File: src/rtl/temp_conv_pkg.sv
// temp_conv_pkg: shared state type, constants and width helpers
// for the Celsius-to-Fahrenheit conversion scheduler.
package temp_conv_pkg;

    typedef enum logic [2:0] {
        IDLE,
        MUL,
        DIV,
        ADD,
        RESP
    } state_t;

    localparam int F_OFFSET = 32;
    localparam int MUL_K    = 9;
    localparam int DIV_K    = 5;
    // MUL_K = (1 << MUL_SH) + 1, so the product is one shift and one add
    localparam int MUL_SH   = $clog2(MUL_K) - 1;

    function automatic int div_steps(input int cw);
        return cw + 4;
    endfunction

    function automatic int id_w(input int n);
        return (n > 1) ? $clog2(n) : 1;
    endfunction

endpackage

File: src/rtl/rr_arbiter.sv
// rr_arbiter: combinational round-robin grant, searching cyclically
// from pointer+1. The pointer register is owned by the parent.
module rr_arbiter
    import temp_conv_pkg::*;
#(
    parameter int NUM_REQ = 3,
    localparam int IDW = id_w(NUM_REQ)
) (
    input  logic [NUM_REQ-1:0] req,
    input  logic [IDW-1:0]     pointer,
    input  logic               enable,
    output logic [NUM_REQ-1:0] grant
);

    logic [IDW-1:0] idx;

    // Walk from farthest to nearest so the nearest requester wins.
    always_comb begin
        grant = '0;
        idx   = '0;
        for (int k = NUM_REQ; k >= 1; k--) begin
            idx = IDW'((int'(pointer) + k) % NUM_REQ);
            if (enable && req[idx])
                grant = NUM_REQ'(1) << idx;
        end
    end

endmodule

File: src/rtl/temp_conv_scheduler.sv
// temp_conv_scheduler: round-robin shared C->F engine, F = floor(C*9/5)+32.
// Define TEMP_CONV_ROUND_EN for round-half-up on the division.
module temp_conv_scheduler
    import temp_conv_pkg::*;
#(
    parameter int NUM_REQ = 3,
    parameter int CW      = 8,
    parameter int FW      = 16,
    localparam int IDW    = id_w(NUM_REQ)
) (
    input  logic                  clk,
    input  logic                  rst,
    input  logic [NUM_REQ-1:0]    req_valid,
    input  logic [NUM_REQ*CW-1:0] req_celsius,
    output logic [NUM_REQ-1:0]    req_ready,
    output logic                  resp_valid,
    input  logic                  resp_ready,
    output logic [IDW-1:0]        resp_id,
    output logic [FW-1:0]         resp_fahrenheit,
    output logic                  busy
);

    localparam int PW   = div_steps(CW);
    localparam int CNTW = $clog2(PW);

    state_t              state;
    state_t              state_n;
    logic [IDW-1:0]      ptr;
    logic [IDW-1:0]      gnt_id;
    logic [IDW-1:0]      id_q;
    logic [CW-1:0]       c_q;
    logic [PW-1:0]       acc;
    logic [2:0]          rem;
    logic [CNTW-1:0]     cnt;
    logic [NUM_REQ-1:0]  grant;
    logic                hs;
    logic [3:0]          trial;
    logic                q_bit;
    logic [2:0]          rem_n;
    logic [FW-1:0]       f_sum;

    rr_arbiter #(
        .NUM_REQ (NUM_REQ)
    ) u_arb (
        .req     (req_valid),
        .pointer (ptr),
        .enable  ((state == IDLE) && !rst),
        .grant   (grant)
    );

    assign req_ready = grant;
    assign hs        = |(req_valid & grant);
    assign busy      = (state != IDLE);

    always_comb begin
        gnt_id = '0;
        for (int i = 0; i < NUM_REQ; i++)
            if (grant[i])
                gnt_id = IDW'(i);
    end

    // acc holds the dividend shifting out MSB-first and the
    // quotient shifting in at the bottom.
    always_comb begin
        trial = {rem, acc[PW-1]};
        q_bit = (trial >= 4'(DIV_K));
        rem_n = q_bit ? 3'(trial - 4'(DIV_K)) : trial[2:0];
    end

    always_comb begin
        f_sum = FW'(acc) + FW'(F_OFFSET);
`ifdef TEMP_CONV_ROUND_EN
        if (rem >= 3'd3)
            f_sum = f_sum + FW'(1);
`endif
    end

    always_ff @(posedge clk or posedge rst) begin
        if (rst)
            state <= IDLE;
        else
            state <= state_n;
    end

    always_comb begin
        state_n = state;
        unique case (state)
            IDLE:    if (hs) state_n = MUL;
            MUL:     state_n = DIV;
            DIV:     if (cnt == CNTW'(PW - 1)) state_n = ADD;
            ADD:     state_n = RESP;
            RESP:    if (resp_ready) state_n = IDLE;
            default: state_n = IDLE;
        endcase
    end

    always_ff @(posedge clk or posedge rst) begin
        if (rst) begin
            ptr             <= IDW'(NUM_REQ - 1);
            id_q            <= '0;
            c_q             <= '0;
            acc             <= '0;
            rem             <= '0;
            cnt             <= '0;
            resp_valid      <= 1'b0;
            resp_id         <= '0;
            resp_fahrenheit <= '0;
        end else begin
            case (state)
                IDLE: begin
                    if (hs) begin
                        ptr  <= gnt_id;
                        id_q <= gnt_id;
                        c_q  <= req_celsius[gnt_id*CW +: CW];
                    end
                end
                MUL: begin
                    acc <= (PW'(c_q) << MUL_SH) + PW'(c_q);
                    rem <= '0;
                    cnt <= '0;
                end
                DIV: begin
                    acc <= {acc[PW-2:0], q_bit};
                    rem <= rem_n;
                    cnt <= cnt + CNTW'(1);
                end
                ADD: begin
                    resp_valid      <= 1'b1;
                    resp_id         <= id_q;
                    resp_fahrenheit <= f_sum;
                end
                RESP: begin
                    if (resp_ready)
                        resp_valid <= 1'b0;
                end
                default: ;
            endcase
        end
    end

endmodule

File: config.mk
export PLATFORM = sky130hd
export DESIGN_NAME = temp_conv_scheduler
export DESIGN_NICKNAME = d
export VERILOG_FILES = /design/src/rtl/temp_conv_pkg.sv /design/src/rtl/rr_arbiter.sv /design/src/rtl/temp_conv_scheduler.sv
export SDC_FILE = /design/constraint.sdc
export NUM_CORES = 1
export LEC_CHECK = 0
export CAP_MARGIN = 30
export CORE_ASPECT_RATIO = 0.8
export CORE_MARGIN = 1
export CORE_UTILIZATION = 48
export DETAILED_ROUTE_END_ITERATION = 10
export PLACE_DENSITY_LB_ADDON = 0.3
export SLEW_MARGIN = 0
export SYNTH_ARGS = -nofsm -noshare
export SYNTH_HDL_FRONTEND = slang
export SYNTH_SLANG_ARGS = --single-unit
export TNS_END_PERCENT = 20
File: constraint.sdc
create_clock -name clk -period 2.29 [get_ports clk]
set_input_delay 0.458 -clock clk [delete_from_list [all_inputs] [get_ports clk]]
set_output_delay 0.458 -clock clk [all_outputs]
set_load 0.03 [all_outputs]
### Yosys cells after proc, flatten, opt, wreduce, memory -nomap -nowiden

Cells that the tools add are included.
W data, S select, Z words.

* bits in registers: 53
* latch bits: 0
* bits in writable memories: 0
* memory bits (read-only): 0
* bits of input ports: 30
* output and inout bits: 23
* memories kept: 0

* add/subtract/negate cells: 7
* $mul: 0
* divide/modulo/power cells: 3
* magnitude comparators: 4
* equal/unequal tests: 8
* shift-type cells: 4
* multiplexer cells: 21
* bitwise gates (word level): 1
* reductions and logical operators: 13

Operators with widths (count)
* $mod A32 B3 Y32 const B: 3
* $pmux W12 S2: 1
* $shiftx A24 B6 Y8: 1
* $mux W3: 7
* $pmux W3 S5: 1
* $add A12 B6 Y13 const B: 1
* $add A11 B8 Y12: 1
* $lt A2 B3 Y1 const B: 3
* $shl A1 B2 Y3 const A: 3
* $pmux W4 S2: 1
* $add A2 B2 Y3 const B: 2
* $bmux W1 S2: 3
* $eq A3 B2 Y1 const B: 2
* $ne A2 B2 Y1 const B: 3
* $pmux W3 S2: 1
* $mux W1: 5
* $add A4 B1 Y4 const B: 1
* $eq A4 B4 Y1 const B: 1
* $ge A4 B3 Y1 const B: 1
* $logic_and A1 B1 Y1: 4
* $reduce_and A2 Y1: 2
* $reduce_bool A2 Y1: 2
* $add A2 B1 Y3 const B: 1
* $and A3 B3 Y3: 1
* 10 further kinds: 10

### Longest topological paths before layout

* depth after elaboration: 12
* mapped depth: 11

### Modules after synthesis

A second synthesis with hierarchy kept.

* cell total of the unflattened synthesis: 280
* area total of the unflattened synthesis: 2771.4 um^2

By module, submodules not included
* temp_conv_scheduler: instances 1, cells each 246, area an instance 2529.9 um^2
* rr_arbiter: instances 1, cells each 34, area an instance 241.5 um^2

### Worst setup path after synthesis

OpenSTA, ideal clock, no wires.

* path type: in2reg
* from: in rst
* to: reg id_q[1]
* library setup time: 0.125 ns
* arrival: 2.984 ns
* required time: 2.165 ns
* slack: -0.819 ns
* cell stages on the path: 7
* buffers on the path: 1
* cell sequence: inv_1 > nand2b_4 > a221oi_2 > a22oi_2 > nand2_2 > buf_6 > mux2_4

* cells in the longest elaborated chain, start to end: 9
* elaborated cells between the ends (all ways): 12
* classes of those cells: mux: 4; bitwise: 1; reduce/logical: 7

RTL lines
* from (decl): line temp_conv_scheduler.sv:12 `input logic rst,`
* $logic_not A1 Y1 (no line) (*)
* $logic_and A1 B1 Y1 (*): line temp_conv_scheduler.sv:47 `.enable ((state == IDLE) && !rst),`
* $logic_and A1 B1 Y1: line rr_arbiter.sv:23 `if (enable && req[idx])`
* $mux W3 (2 in series): line rr_arbiter.sv:23
* $mux W3 (*): line rr_arbiter.sv:23
* net req_ready[0]: line temp_conv_scheduler.sv:15 `output logic [NUM_REQ-1:0] req_ready,`
* $and A3 B3 Y3 (*): line temp_conv_scheduler.sv:52 `assign hs = |(req_valid & grant);`
* $reduce_or A3 Y1 (*): line temp_conv_scheduler.sv:52
* $reduce_and A2 Y1 (no line) (*)
* to (signal assigned): line temp_conv_scheduler.sv:113 `id_q <= gnt_id;`
* to (decl): line temp_conv_scheduler.sv:30 `logic [IDW-1:0] id_q;`

The timed path passes the listed nets; every way through them passes the cells marked *.
A chain may end at the register's enable or synchronous reset.

### Worst setup path after layout

* from: reg ptr[1]
* to: out req_ready[2]

* cells in the longest elaborated chain, start to end: 8
* elaborated cells between the ends (all ways): 21
* classes of those cells: add/sub: 3; div: 3; shift: 3; mux: 9; reduce/logical: 3

RTL lines
* from (decl): line temp_conv_scheduler.sv:28 `logic [IDW-1:0] ptr;`
* from (signal assigned): line temp_conv_scheduler.sv:99 `ptr <= IDW'(NUM_REQ - 1);`
* from (signal assigned): line temp_conv_scheduler.sv:112 `ptr <= gnt_id;`
* $add A2 B2 Y3: line rr_arbiter.sv:22 `idx = IDW'((int'(pointer) + k) % NUM_REQ);`
* $mod A32 B3 Y32: line rr_arbiter.sv:22
* $bmux W1 S2: line rr_arbiter.sv:23
* $mux W1 (implied by the code): line rr_arbiter.sv:23
* $logic_and A1 B1 Y1: line rr_arbiter.sv:23
* $mux W3 (2 in series): line rr_arbiter.sv:23
* $mux W3 (*): line rr_arbiter.sv:23
* to (decl): line temp_conv_scheduler.sv:15

Mark *: on every way between the ends. The rest lies on a longest branch, timed or not. The select of a mux whose other input is x is not followed.

==> flow_summary.toml <==
[run_status]
violations = "setup timing"
outcome = "finished, violations left"

[critical_path]
critPathCaptureType = "output port"
start_kind = "flop"
slowest_delay_ns = 0.56
cp_max_fo = 6
critical_path_class = "flop to output port"
crit_required_ns = 1.83
crit_path_cell_trace = "inv_2, ha_4, and3b_1, o21bai_4, mux2_4, nor2_4, buf_6"
cp.arrival_ns = 2.16
cp_slowest_cell = "dfstp_2"

[logic_synthesis]
ys_top_cells_by_count = "dfrtp_1 (48), nand2_1 (33), nor2_1 (27), o21ai_0 (26)"
avgSynthCellArea_um2 = 9.38
ys_types = 53
yosys-top-cells-area = "dfrtp_1 (41%), ha_1 (5.5%), mux2i_1 (5.1%), o21ai_0 (4.4%), nand2_1 (4.2%)"
ys_ff_latch = 49
synthFlopType = "dfrtp_1"
synth.most_common_cell = "dfrtp_1"
synth-seq-area-share_pct = 41.7
syn_inst = 314
synthArstFlopShare_pct = 100
synth_enable_flop_cells = 0
yosysTopAreaCell = "dfrtp_1"
yosysWarnings = 0
syn-cell-area_um2 = 2950
yosysTopAreaCellShare_pct = 40.8

[route]
post_drt_wl_per_cell_um = 14.3
drt-met1-wl_um = 3220
drtIter0Drc = 99
dr_wl_met3_um = 257
vias = 2485
routed_wl_um = 6820
top_layer = "met4"
met2_length_um = 3280
dr.pass1.iters = 4
drc = 0
vias_per_cell = 5.21
antenna_left = 0

[timing]
finalSetupViolCount = 14
max_freq_mhz = 383
hold_slack_ns = 0.479
period_minus_slack_ns = 2.61
worst_pin_slew_ns = 0.606
rsz0062_at_grt = "yes"
setup_ws_ns = -0.324
finalHoldViolCount = 0
period_share_pct = 114
relSlewSlack_pct = 59.6
skew_ns = 0.00690
slew_violations = 0

[place]
placedInstanceArea_um2 = 3740
port_buffers = 49
gp_routability_congestion = 0.827
dp_hpwl_um = 4990

[die]
pin_count = 53
die-height_um = 72.1
die_x_um = 89.6
rows = 25
core_area_um2 = 5910
die_area_um2 = 6460
initial_core_util_pct = 49.8

[flow_run]
drv_cap = 0

[power]
vdd_drop_max_uv = 825
p_leak_nw = 1.75
p_per_area_nw_per_um2 = 1540

[cts]
cts_buffers = 5
ctsHoldBuffers = 0
path_clk_slew_ns = 0.08
htree_levels = 2
clock_path_buffers = 2
cts-root-buf = "clkbuf_8"
clk-insertion-delay-late_ns = 0.30
cts_tree = "yes"
clock_sinks = 49

[grt]
grt_pass1_wl_um = 11600
antenna_found_initial = 0
grt_max_degree = 50
grt_pass1_vias = 2568
grt_util_all_layers_pct = 23.2
gr-total-overflow = 0

[cells_and_area]
finalNetCount = 439
final_layout_size_suffix_gt1_share_pct = 23.0
diodes = 0
final_cell_area_um2 = 3960
syn_to_final_growth_pct = 34.6
fin_util_pct = 67.0

[worst_hold_path]
min_path_type = "flop to flop"
==> stage by stage <==
step	total power, mW	setup TNS [ns]	setup WS (ns)	instances
6_report	6.12	-2.60	-0.324	477
2_1_floorplan	4.22	-0.410	-0.191	316
5_1_grt	6.65	-4.10	-0.399	477
3_5_place_dp	5.39	-2.94	-0.244	460
3_3_place_gp	5.26	-1.51	-0.138	460
4_1_cts	6.06	-2.38	-0.317	476
==> layer usage <==
metal	global-route usage (%)	vias to the layer above
met2	39.9	48
met1	31.0	1202
met5	0	-
met3	3.87	7
met4	4.94	0
li1	-	1228
==> cells in the final DEF, fill, tap and decap left out, drive strengths merged, types with 2 or more instances in the layout <==
cell	count
xor2	4
mux2i	15
xnor2	6
o31ai	2
dfrtp	48
o22ai	9
or3	3
a22oi	2
inv	21
a21oi	24
nand2b	4
nand3	9
clkdlybuf4s50	46
nand2	34
mux2	10
clkbuf	8
o2bb2ai	2
o21ai	27
nor2	28
nor2b	4
nor3	2
a211oi	3
nand3b	4
buf	45
a22o	2
conb	3
ha	13
==> sequential cells by signal, summed over array words and instances, names as in the netlist <==
signal,cells
resp_id,2
resp_fahrenheit,13
rem,3
state,3
resp_valid,1
ptr,2
c_q,8
acc,12
cnt,4
id_q,1
==> area by class of cell <==
cell class,count,area (um2)
flip-flops and latches,49,1230
repair buffers,91,826
clock buffers,8,80.1
well taps,81,101
fillers,476,1950
multi-input cells,226,1640
inverters,22,86.3
==> worst max-delay path: cells and delay by family (launching register included) <==
| kind | cells | cell delay (ns) |
|---|---|---|
| muxes | 1 | 0.33 |
| and+or+nand+nor | 2 | 0.32 |
| AOI/OAI and AO/OA | 1 | 0.19 |
| adders and majority gates | 1 | 0.26 |
| DFF | 1 | 0.56 |
| buffers and inverters | 2 | 0.21 |
==> path summary, 6_finish.rpt <==
| kind | end | depth (start not counted) | from | slack (ns) |
|---|---|---|---|---|
| min reg2reg | resp_fahrenheit[8] | 2 | resp_fahrenheit[8] | 0.48 |
| min in group asynchronous | resp_id[0] | 3 | rst | 0.77 |
| max reg2reg | id_q[1] | 10 | ptr[1] | -0.19 |
| max | req_ready[2] | 7 | ptr[1] | -0.32 |
| max in group asynchronous | resp_fahrenheit[6] | 3 | rst | 1.10 |
| min | resp_fahrenheit[8] | 2 | resp_fahrenheit[8] | 0.48 |
==> logic make-up after synthesis <==
group | count (synthesis) | share of synthesized area, %
buf+inv | 41 | 6.92
simple gates | 93 | 15.2
other cells | 1 | 0.127
mux | 25 | 9.18
flops | 49 | 41.7
xor+xnor | 10 | 2.97
compound gates | 81 | 17.8
fa+ha+maj | 14 | 6.20
==> report_power, final <==
part | switching, mW | internal (mW) | total, mW | leakage, nW
Clock | 0.275 | 0.218 | 0.493 | 0.0395
Combinational | 2.13 | 1.89 | 4.02 | 1.10
Sequential | 0.339 | 1.27 | 1.61 | 0.610
Total | 2.74 | 3.38 | 6.12 | 1.75
==> repair_timing <==
item	CTS	global route
setup buffers	8	1
gates resized for setup	12	8
setup endpoints to repair	16	17
pin swaps	5	4
Note: power is estimated with default switching activity, not from simulation.
